## config.mk

```make
export PLATFORM = sky130hd
export DESIGN_NAME = data_bus_arbiter
export DESIGN_NICKNAME = d
export VERILOG_FILES = /design/src/rtl/proc_bus_pkg.sv /design/src/rtl/rr_priority_pick.sv /design/src/rtl/data_bus_arbiter.sv
export SDC_FILE = /design/constraint.sdc
export NUM_CORES = 1
export LEC_CHECK = 0
export ABC_AREA = 1
export BUFFER_PORTS_ARGS = -buffer_cell sky130_fd_sc_hd__buf_2
export CAP_MARGIN = 20
export CORE_ASPECT_RATIO = 1.25
export CORE_MARGIN = 8
export CORE_UTILIZATION = 40
export CTS_CLUSTER_SIZE = 25
export DETAILED_ROUTE_END_ITERATION = 10
export HOLD_SLACK_MARGIN = 0.08
export PLACE_DENSITY = 0.83
export SYNTH_ARGS = -nofsm -noshare
export SYNTH_HDL_FRONTEND = slang
export SYNTH_HIERARCHICAL = 1
export SYNTH_SLANG_ARGS = --single-unit
```

## constraint.sdc

```tcl
create_clock -name clk -period 5.5 [get_ports clk]
set_input_delay 1.1 -clock clk [delete_from_list [all_inputs] [get_ports clk]]
set_output_delay 1.1 -clock clk [all_outputs]
set_load 0.02 [all_outputs]
```

## src/rtl/proc_bus_pkg.sv

```systemverilog
// Shared processor-bus types: arbiter state encoding, bus width default,
// requester index map and a constant-foldable clog2.
package proc_bus_pkg;

   localparam int unsigned BUS_DATA_WIDTH = 16;

   localparam int unsigned REQ_ALU = 0;
   localparam int unsigned REQ_PC  = 1;
   localparam int unsigned REQ_RAM = 2;
   localparam int unsigned REQ_ROM = 3;

   typedef enum logic [1:0] {
      IDLE = 2'd0,
      BUSY = 2'd1,
      TURN = 2'd2
   } bus_state_e;

   function automatic int unsigned clog2(input int unsigned value);
      int unsigned r;
      r = 0;
      for (int unsigned i = 0; i < 32; i++) begin
         if ((64'd1 << i) < 64'(value)) r = i + 1;
      end
      return r;
   endfunction

endpackage

```

## src/rtl/rr_priority_pick.sv

```systemverilog
// Round-robin priority pick: first set req bit strictly after rr_ptr, wrapping,
// so the requester at rr_ptr itself has lowest priority.
module rr_priority_pick
   import proc_bus_pkg::*;
#(
   parameter int unsigned NUM_REQ = 4,
   localparam int unsigned IW = clog2(NUM_REQ)
) (
   input  logic [NUM_REQ-1:0] req,
   input  logic [IW-1:0]      rr_ptr,
   output logic [NUM_REQ-1:0] winner,
   output logic [IW-1:0]      winner_idx,
   output logic               any_req
);

   logic          found;
   logic [IW-1:0] idx;

   always_comb begin
      winner     = '0;
      winner_idx = '0;
      found      = 1'b0;
      idx        = '0;
      for (int unsigned k = 1; k <= NUM_REQ; k++) begin
         idx = IW'((32'(rr_ptr) + k) % NUM_REQ);
         if (!found && req[idx]) begin
            found       = 1'b1;
            winner[idx] = 1'b1;
            winner_idx  = idx;
         end
      end
   end

   assign any_req = |req;

endmodule

```

## src/rtl/data_bus_arbiter.sv

```systemverilog
// Round-robin owner arbitration for the shared data bus with hold-limit release.
// Define DATA_BUS_TURNAROUND_EN to insert a one-cycle TURN gap after every release.
module data_bus_arbiter
   import proc_bus_pkg::*;
#(
   parameter int unsigned NUM_REQ    = 4,
   parameter int unsigned DATA_WIDTH = BUS_DATA_WIDTH,
   parameter int unsigned MAX_HOLD   = 8,
   localparam int unsigned IW = clog2(NUM_REQ)
) (
   input  logic                          clk,
   input  logic                          reset,
   input  logic [NUM_REQ-1:0]            req,
   input  logic [NUM_REQ-1:0]            last,
   input  logic [NUM_REQ*DATA_WIDTH-1:0] wr_data,
   output logic [NUM_REQ-1:0]            grant,
   output logic [IW-1:0]                 owner_id,
   output logic [DATA_WIDTH-1:0]         bus_data,
   output logic                          bus_valid,
   output logic                          timeout
);

   localparam int unsigned HW = clog2(MAX_HOLD + 1);

   bus_state_e         state_q, state_d;
   logic [NUM_REQ-1:0] grant_d;
   logic [IW-1:0]      owner_d;
   logic [HW-1:0]      hold_q, hold_d;
   logic [IW-1:0]      rr_ptr_q, rr_ptr_d;
   logic               timeout_d;

   logic [NUM_REQ-1:0] pick_onehot;
   logic [IW-1:0]      pick_idx;
   logic               any_req;
   logic               owner_req;
   logic               owner_last;
   logic               arbitrate;

   rr_priority_pick #(.NUM_REQ(NUM_REQ)) u_pick (
      .req        (req),
      .rr_ptr     (rr_ptr_q),
      .winner     (pick_onehot),
      .winner_idx (pick_idx),
      .any_req    (any_req)
   );

   assign owner_req  = req[owner_id];
   assign owner_last = last[owner_id];

   always_ff @(posedge clk or posedge reset) begin
      if (reset) begin
         state_q  <= IDLE;
         grant    <= '0;
         owner_id <= '0;
         hold_q   <= '0;
         rr_ptr_q <= IW'(NUM_REQ - 1);
         timeout  <= 1'b0;
      end else begin
         state_q  <= state_d;
         grant    <= grant_d;
         owner_id <= owner_d;
         hold_q   <= hold_d;
         rr_ptr_q <= rr_ptr_d;
         timeout  <= timeout_d;
      end
   end

   always_comb begin
      state_d   = state_q;
      grant_d   = grant;
      owner_d   = owner_id;
      hold_d    = hold_q;
      rr_ptr_d  = rr_ptr_q;
      timeout_d = 1'b0;
      arbitrate = 1'b0;
      case (state_q)
         IDLE: arbitrate = 1'b1;
         BUSY: begin
            // last or abandon take precedence, so timeout only for a live owner hitting the limit
            if (owner_last || !owner_req || hold_q == HW'(MAX_HOLD)) begin
               timeout_d = owner_req && !owner_last;
`ifdef DATA_BUS_TURNAROUND_EN
               state_d = TURN;
               grant_d = '0;
               hold_d  = '0;
`else
               arbitrate = 1'b1;
`endif
            end else begin
               hold_d = hold_q + HW'(1);
            end
         end
`ifdef DATA_BUS_TURNAROUND_EN
         TURN: arbitrate = 1'b1;
`endif
         default: begin
            state_d = IDLE;
            grant_d = '0;
            hold_d  = '0;
         end
      endcase

      // rr_ptr tracks the current owner, so a releasing owner re-competes last
      if (arbitrate) begin
         if (any_req) begin
            state_d  = BUSY;
            grant_d  = pick_onehot;
            owner_d  = pick_idx;
            rr_ptr_d = pick_idx;
            hold_d   = HW'(1);
         end else begin
            state_d = IDLE;
            grant_d = '0;
            hold_d  = '0;
         end
      end
   end

   always_comb begin
      bus_data = '0;
      if (state_q == BUSY) bus_data = wr_data[32'(owner_id)*DATA_WIDTH +: DATA_WIDTH];
   end

   assign bus_valid = (state_q == BUSY) && owner_req;

endmodule

```

==> results.json, run 1 <==
{
  "synth_cell_types": 32,
  "root_buffer": "clkbuf_8",
  "firstDrtPassIters": 4,
  "grt.total_usage": 0.171,
  "via_per_inst": 5.03,
  "antenna_found_initial": 0,
  "ys_seq_area_frac": 0.196,
  "crit_chain": "inv_1, nand2_1, nand3_1, nand2_2, nand2_4, inv_1, buf_2",
  "skew_ns": 0.00254,
  "fin_crit_ns": 3.09,
  "top_layer_used": "met4",
  "critPathLaunchType": "register",
  "power_density_nw_per_um2": 648,
  "wl_met2_um": 3000,
  "antenna_cells": 0,
  "rrSetupSlack_ns": 3.20,
  "critPathSlowestCell": "inv_1",
  "syn_avg_cell_area_um2": 6.23,
  "tns_ns": 0,
  "wl_met1_um": 2560,
  "cpPeakStageDelay_ns": 0.70,
  "drt_iter0_markers": 114,
  "dr_wl_met3_um": 433,
  "die_h_um": 91.0,
  "crit_fanout": 36,
  "avgRoutedWirePerCell_um": 13.9,
  "maxSlewHeadroom": 0.351,
  "drive_above_1_share": 0.335,
  "status": "finished, final reports clean",
  "cts_tree": "done",
  "crit_buf_inv": 3,
  "rsz0062_at_grt": "false",
  "nets": 464,
  "wirelength_um": 6060,
  "drcViolationCount": 0,
  "drv_cap": 0,
  "required_ns": 4.40,
  "grt_max_degree": 39,
  "drv_slew": 0,
  "nFillCells": 435,
  "synth_warnings": 6,
  "syn_to_final_growth_pct": 30.9,
  "core_area_um2": 4360,
  "power.total_mw": 1.53,
  "ant_nets": 0,
  "grt_pass1_wl_um": 10200,
  "die_width_um": 76.0,
  "io_buffers": 97,
  "cts_buffers": 3,
  "synthesis.nets": 373,
  "ys_top_cells_by_area": "dfrtp_1, nor2_1, o21ai_1",
  "synth_top_cell_area_share": 0.167,
  "p_leak_nw": 1.28,
  "whs_ns": 0.505,
  "die_area_um2": 6920,
  "cts_htree_levels": 1,
  "syn_area_um2": 1800,
  "hold_viol_final": 0,
  "ctsHoldBuffers": 0,
  "postCtsSetupRepairBufs": 0,
  "synthesis.instances": 289,
  "grt_pass1_vias": 2172,
  "cts_buffer_depth": 2,
  "yosysTopAreaCell": "dfrtp_1",
  "io_pins": 98,
  "dr_total_vias": 2196,
  "crit_arrival_ns": 1.99,
  "worst_pin_slew_ns": 0.972,
  "overflow": 0,
  "initial_core_util": 0.413,
  "clkSinkCount": 14,
  "rows": 27,
  "crit_top_cell": "inv_1",
  "end_kind": "primary output",
  "period_share": 0.562,
  "timing.hold.worst.class": "register to register",
  "routabilityCongestion": 0.895,
  "dp_hpwl_um": 4780,
  "clk_pin_slew_ns": 0.05,
  "clock_latency_ns": 0.24,
  "setup_viol": 0,
  "ys_ff_latch": 14,
  "critPathKind": "register to primary output",
  "max_clock_freq_mhz": 323,
  "cpLargestDelayFamily": "buffers and inverters",
  "post_cts_resize_count": 0,
  "peakVddDrop_uv": 249
}
## cell type report
| type | instances | area (um^2) | share of cell area |
|---|---|---|---|
| flip-flops and latches | 14 | 353 | 0.150 |
| repair buffers | 98 | 493 | 0.209 |
| inverters | 23 | 105 | 0.0446 |
| multi-input cells | 240 | 1280 | 0.543 |
| well taps | 58 | 72.6 | 0.0308 |
| clock buffers | 4 | 55.1 | 0.0233 |
## routing by layer
layer,vias up,track usage
li1,1123,-
met1,969,0.195
met2,98,0.311
met3,6,0.0355
met4,0,0.0475
met5,-,0
## sequential cells by signal (all words and copies together), names as in the netlist
name and count:
grant 4, hold_q 4, owner_id 2, rr_ptr_q 2
state_q 1, timeout 1
## report_power, final
part           switching (mW)  internal [mW]
clock network          0.0330         0.0633
logic                   0.787          0.423
registers              0.0729          0.149
## logic make-up (layout without fill, tap and decap cells)
family	count (synthesis)	count (layout)	share of synthesized area
DFF	14	14	0.196
adders and majority gates	10	10	0.0694
buffers and inverters	35	125	0.0937
xor gates and xnor gates	2	2	0.00972
and+or+nand+nor	164	164	0.442
AOI/OAI and AO/OA	64	64	0.190
## tightest hold or removal path: cells and delay by family (launching register included)
kind | cells | cell delay [ns]
DFF | 1 | 0.35
AOI/OAI and AO/OA | 1 | 0.06
and+or+nand+nor | 1 | 0.06
## Yosys cell counts
library cell / n
clkbuf_2: 1
nand2_4: 7
xnor2_1: 1
nand3_1: 29
xor2_1: 1
nand3_4: 1
nand2_1: 43
buf_2: 5
nor2_8: 2
dfstp_2: 2
a21oi_1: 21
o21ai_1: 35
nor3b_1: 1
inv_6: 1
a21boi_0: 4
nand3b_2: 1
clkbuf_1: 4
nor2_2: 1
o21ai_4: 1
buf_6: 1
buf_4: 1
o21ai_0: 3
dfrtp_1: 12
bufinv_8: 1
ha_1: 10
nand2_2: 3
inv_2: 2
nand3_2: 2
nor2_1: 72
inv_1: 19
nand4_2: 1
nand4_1: 1
## layout by cell type (no fill, tap or decap), drive strengths merged
cell and n:
buf 98, nor2 75, nand2 53, o21ai 39, nand3 32, inv 22, a21oi 21, dfrtp 12
ha 10, clkbuf 4, a21boi 4, dfstp 2, nand4 2, bufinv 1, nand3b 1, xor2 1
nor3b 1, xnor2 1
## per-stage QoR
stage | std cells | setup WS (ns) | area, um^2 | util
after global routing | 437 | 2.16 | 2360 | 0.541
after CTS | 437 | 2.36 | 2360 | 0.541
after detailed placement | 433 | 2.51 | 2300 | 0.529
after floorplan | 289 | 2.76 | 1800 | -
final | 437 | 2.41 | 2360 | 0.541
after global placement | 433 | 2.53 | 2300 | 0.529
## final timing paths
check | startpoint | end | depth (start not counted)
worst max-delay path | owner_id[0]$_DFFE_PP0P_ | bus_valid | 7
worst min-delay path | grant[1]$_DFFE_PP0P_ | grant[1]$_DFFE_PP0P_ | 2
worst max register to register | rr_ptr_q[0]$_DFFE_PP1P_ | grant[0]$_DFFE_PP0P_ | 11
worst min register to register | grant[1]$_DFFE_PP0P_ | grant[1]$_DFFE_PP0P_ | 2
max in group asynchronous | reset | rr_ptr_q[0]$_DFFE_PP1P_ | 2
min in group asynchronous | reset | grant[1]$_DFFE_PP0P_ | 2
No activity file was read; power rests on OpenSTA's default activity.
==> run 2: changes to the inputs <==
Settings changed: ABC_AREA 1 to 0, PLACE_DENSITY 0.83 to 0.87.
Clock period 5.5 ns to 2.5 ns, I/O delays scaled along.
==> results.json, run 2 <==
{
  "status": "finished, final reports clean",
  "die_width_um": 74.9,
  "clock_latency_ns": 0.24,
  "dr_total_vias": 1722,
  "ys_seq_area_frac": 0.203,
  "utilization": 0.546,
  "crit_fanout": 15,
  "dp.cells": 312,
  "ys.flop_type": "dfrtp_1",
  "ys_top_cells_by_count": "and2_1, mux4_2, nand2_1, dfrtp_1, inv_1",
  "via_per_inst": 5.42,
  "rrSetupSlack_ns": 0.21,
  "crit_path_end": "bus_data[14]",
  "fin_crit_ns": 2.35,
  "required_ns": 2.00,
  "grt.total_usage": 0.157,
  "clkSinkCount": 14,
  "critPathLaunchType": "register",
  "largest_registers": "grant (4), hold_q (4)",
  "final_common_cell": "buf_2",
  "reg2reg_to": "owner_id[0]$_DFFE_PP0P_",
  "p_sw_frac": 0.464,
  "p_switching_mw": 1.23,
  "grt_pass1_vias": 1774,
  "synthesis.nets": 246,
  "yosysTopAreaCell": "mux4_2",
  "dpl_cell_area_um2": 2270,
  "p_clk_frac": 0.081,
  "wirelength_um": 5400,
  "ys_ff_latch": 14,
  "die_area_um2": 6720,
  "synth_warnings": 6,
  "die_h_um": 89.6,
  "preCtsSetupSlack_ns": 0.160,
  "drt_iter0_markers": 57,
  "p_seq_frac": 0.161,
  "crit_buf_inv": 2,
  "drive_above_1_share": 0.531,
  "power.total_mw": 2.65,
  "power_frac_comb": 0.758,
  "syn_avg_cell_area_um2": 10.7,
  "avgRoutedWirePerCell_um": 17.0,
  "rows": 27,
  "cts_tree": "done",
  "io_buffers": 97,
  "overflow": 0,
  "final_cell_area_um2": 2340,
  "setup_slack_ns": 0.148,
  "end_kind": "primary output",
  "final_cells": 318,
  "nets": 345,
  "p_int_mw": 1.42,
  "drcViolationCount": 0,
  "synth_edf_count": 0,
  "ff2ff_path_depth": 8,
  "io_pins": 98,
  "clk_pin_slew_ns": 0.06,
  "cpPeakStageDelay_ns": 0.71,
  "worst_pin_slew_ns": 0.580,
  "core_area_um2": 4290,
  "antenna_found_initial": 0,
  "synth.most_common_cell": "and2_1",
  "crit_cells": 4,
  "grt_pass1_wl_um": 8290,
  "ctsHoldBuffers": 0,
  "ys_top_cells_by_area": "mux4_2, dfrtp_1, ha_1",
  "grt_max_degree": 17,
  "syn_to_final_growth_pct": 35.0,
  "root_buffer": "clkbuf_8",
  "firstDrtPassIters": 4,
  "skew_ns": 0.00210,
  "whs_ns": 0.280,
  "mostFrequentLayoutCells": "buf_2, and2_1, mux4_2, nand2_1, dfrtp_1",
  "ant_nets": 0,
  "synth_top_cell_area_share": 0.208,
  "tns_ns": 0,
  "startpoint": "owner_id[1]$_DFFE_PP0P_",
  "post_cts_resize_count": 0,
  "cts_buffers": 3,
  "max_clock_freq_mhz": 425,
  "syn_area_um2": 1740,
  "critPathKind": "register to primary output",
  "dp_hpwl_um": 4510,
  "crit_arrival_ns": 1.85,
  "power_density_nw_per_um2": 1130,
  "rsz0062_at_grt": "false",
  "cts_htree_levels": 1,
  "synth_cell_types": 48,
  "hold_viol_final": 0,
  "drv_cap": 0,
  "initial_core_util": 0.404,
  "peakVddDrop_uv": 336,
  "r2r-start": "rr_ptr_q[1]$_DFFE_PP1P_",
  "routabilityCongestion": 0.790,
  "setup_viol": 0,
  "cpLargestDelayFamily": "flip-flops",
  "period_share": 0.941,
  "cts_buffer_depth": 2,
  "async_flop_share": 1.00,
  "antenna_cells": 0,
  "crit_chain": "buf_4, mux4_2, and2_1, buf_2",
  "critPathSlowestCell": "dfrtp_1",
  "p_leak_nw": 1.12,
  "synthesis.instances": 162,
  "timing.hold.worst.class": "input port to asynchronous set/reset pin",
  "drv_slew": 0,
  "maxSlewHeadroom": 0.613
}
## run 2: power by group through the flow
stage | logic [mW] | clock network [mW] | registers [mW]
finish | 2.01 | 0.216 | 0.426
detailed placement | 1.97 | 0 | 0.451
global placement | 1.91 | 0 | 0.439
floorplan | 1.48 | 0 | 0.446
global route | 2.19 | 0.231 | 0.441
CTS | 1.97 | 0.220 | 0.447
## run 2: worst min-delay path by stage
stage,to,slack [ns]
final,hold_q[2]$_DFFE_PP0P_,0.28
after global routing,hold_q[2]$_DFFE_PP0P_,0.32
after CTS,hold_q[2]$_DFFE_PP0P_,0.29
after detailed placement,grant[2]$_DFFE_PP0P_,0.51
after global placement,grant[2]$_DFFE_PP0P_,0.51
after floorplan,grant[0]$_DFFE_PP0P_,0.39
## run 2: repair_timing
action / CTS / global route
endpoints found under the setup margin: 0 / 3
setup buffers: 0 / 2
hold endpoints to repair: 0 / 0
## run 2: final cells by class
type | count | area, um^2
clock buffer | 4 | 55.1
timing repair buffer | 106 | 553
tap | 58 | 72.6
multi-input combinational | 125 | 1270
inverter | 11 | 41.3
fill | 377 | 1950
sequential | 14 | 353
## run 2: cells by family (layout without fill, tap and decap cells)
logic type / Yosys count / after routing / share of synthesized area
simple gates: 57 / 57 / 0.193
fa+ha+maj: 10 / 10 / 0.0721
buf+inv: 23 / 121 / 0.0663
compound gates: 25 / 25 / 0.130
mux: 31 / 31 / 0.326
xor+xnor: 2 / 2 / 0.0101
flops: 14 / 14 / 0.203
## run 2: layer usage
layer	wire length, um	GRT usage	part of all wire	vias to the layer above
met5	0	0	0	-
met4	112	0.0607	0.021	0
met3	617	0.0311	0.11	12
met2	3040	0.324	0.56	86
met1	1630	0.139	0.30	818
li1	-	-	-	806
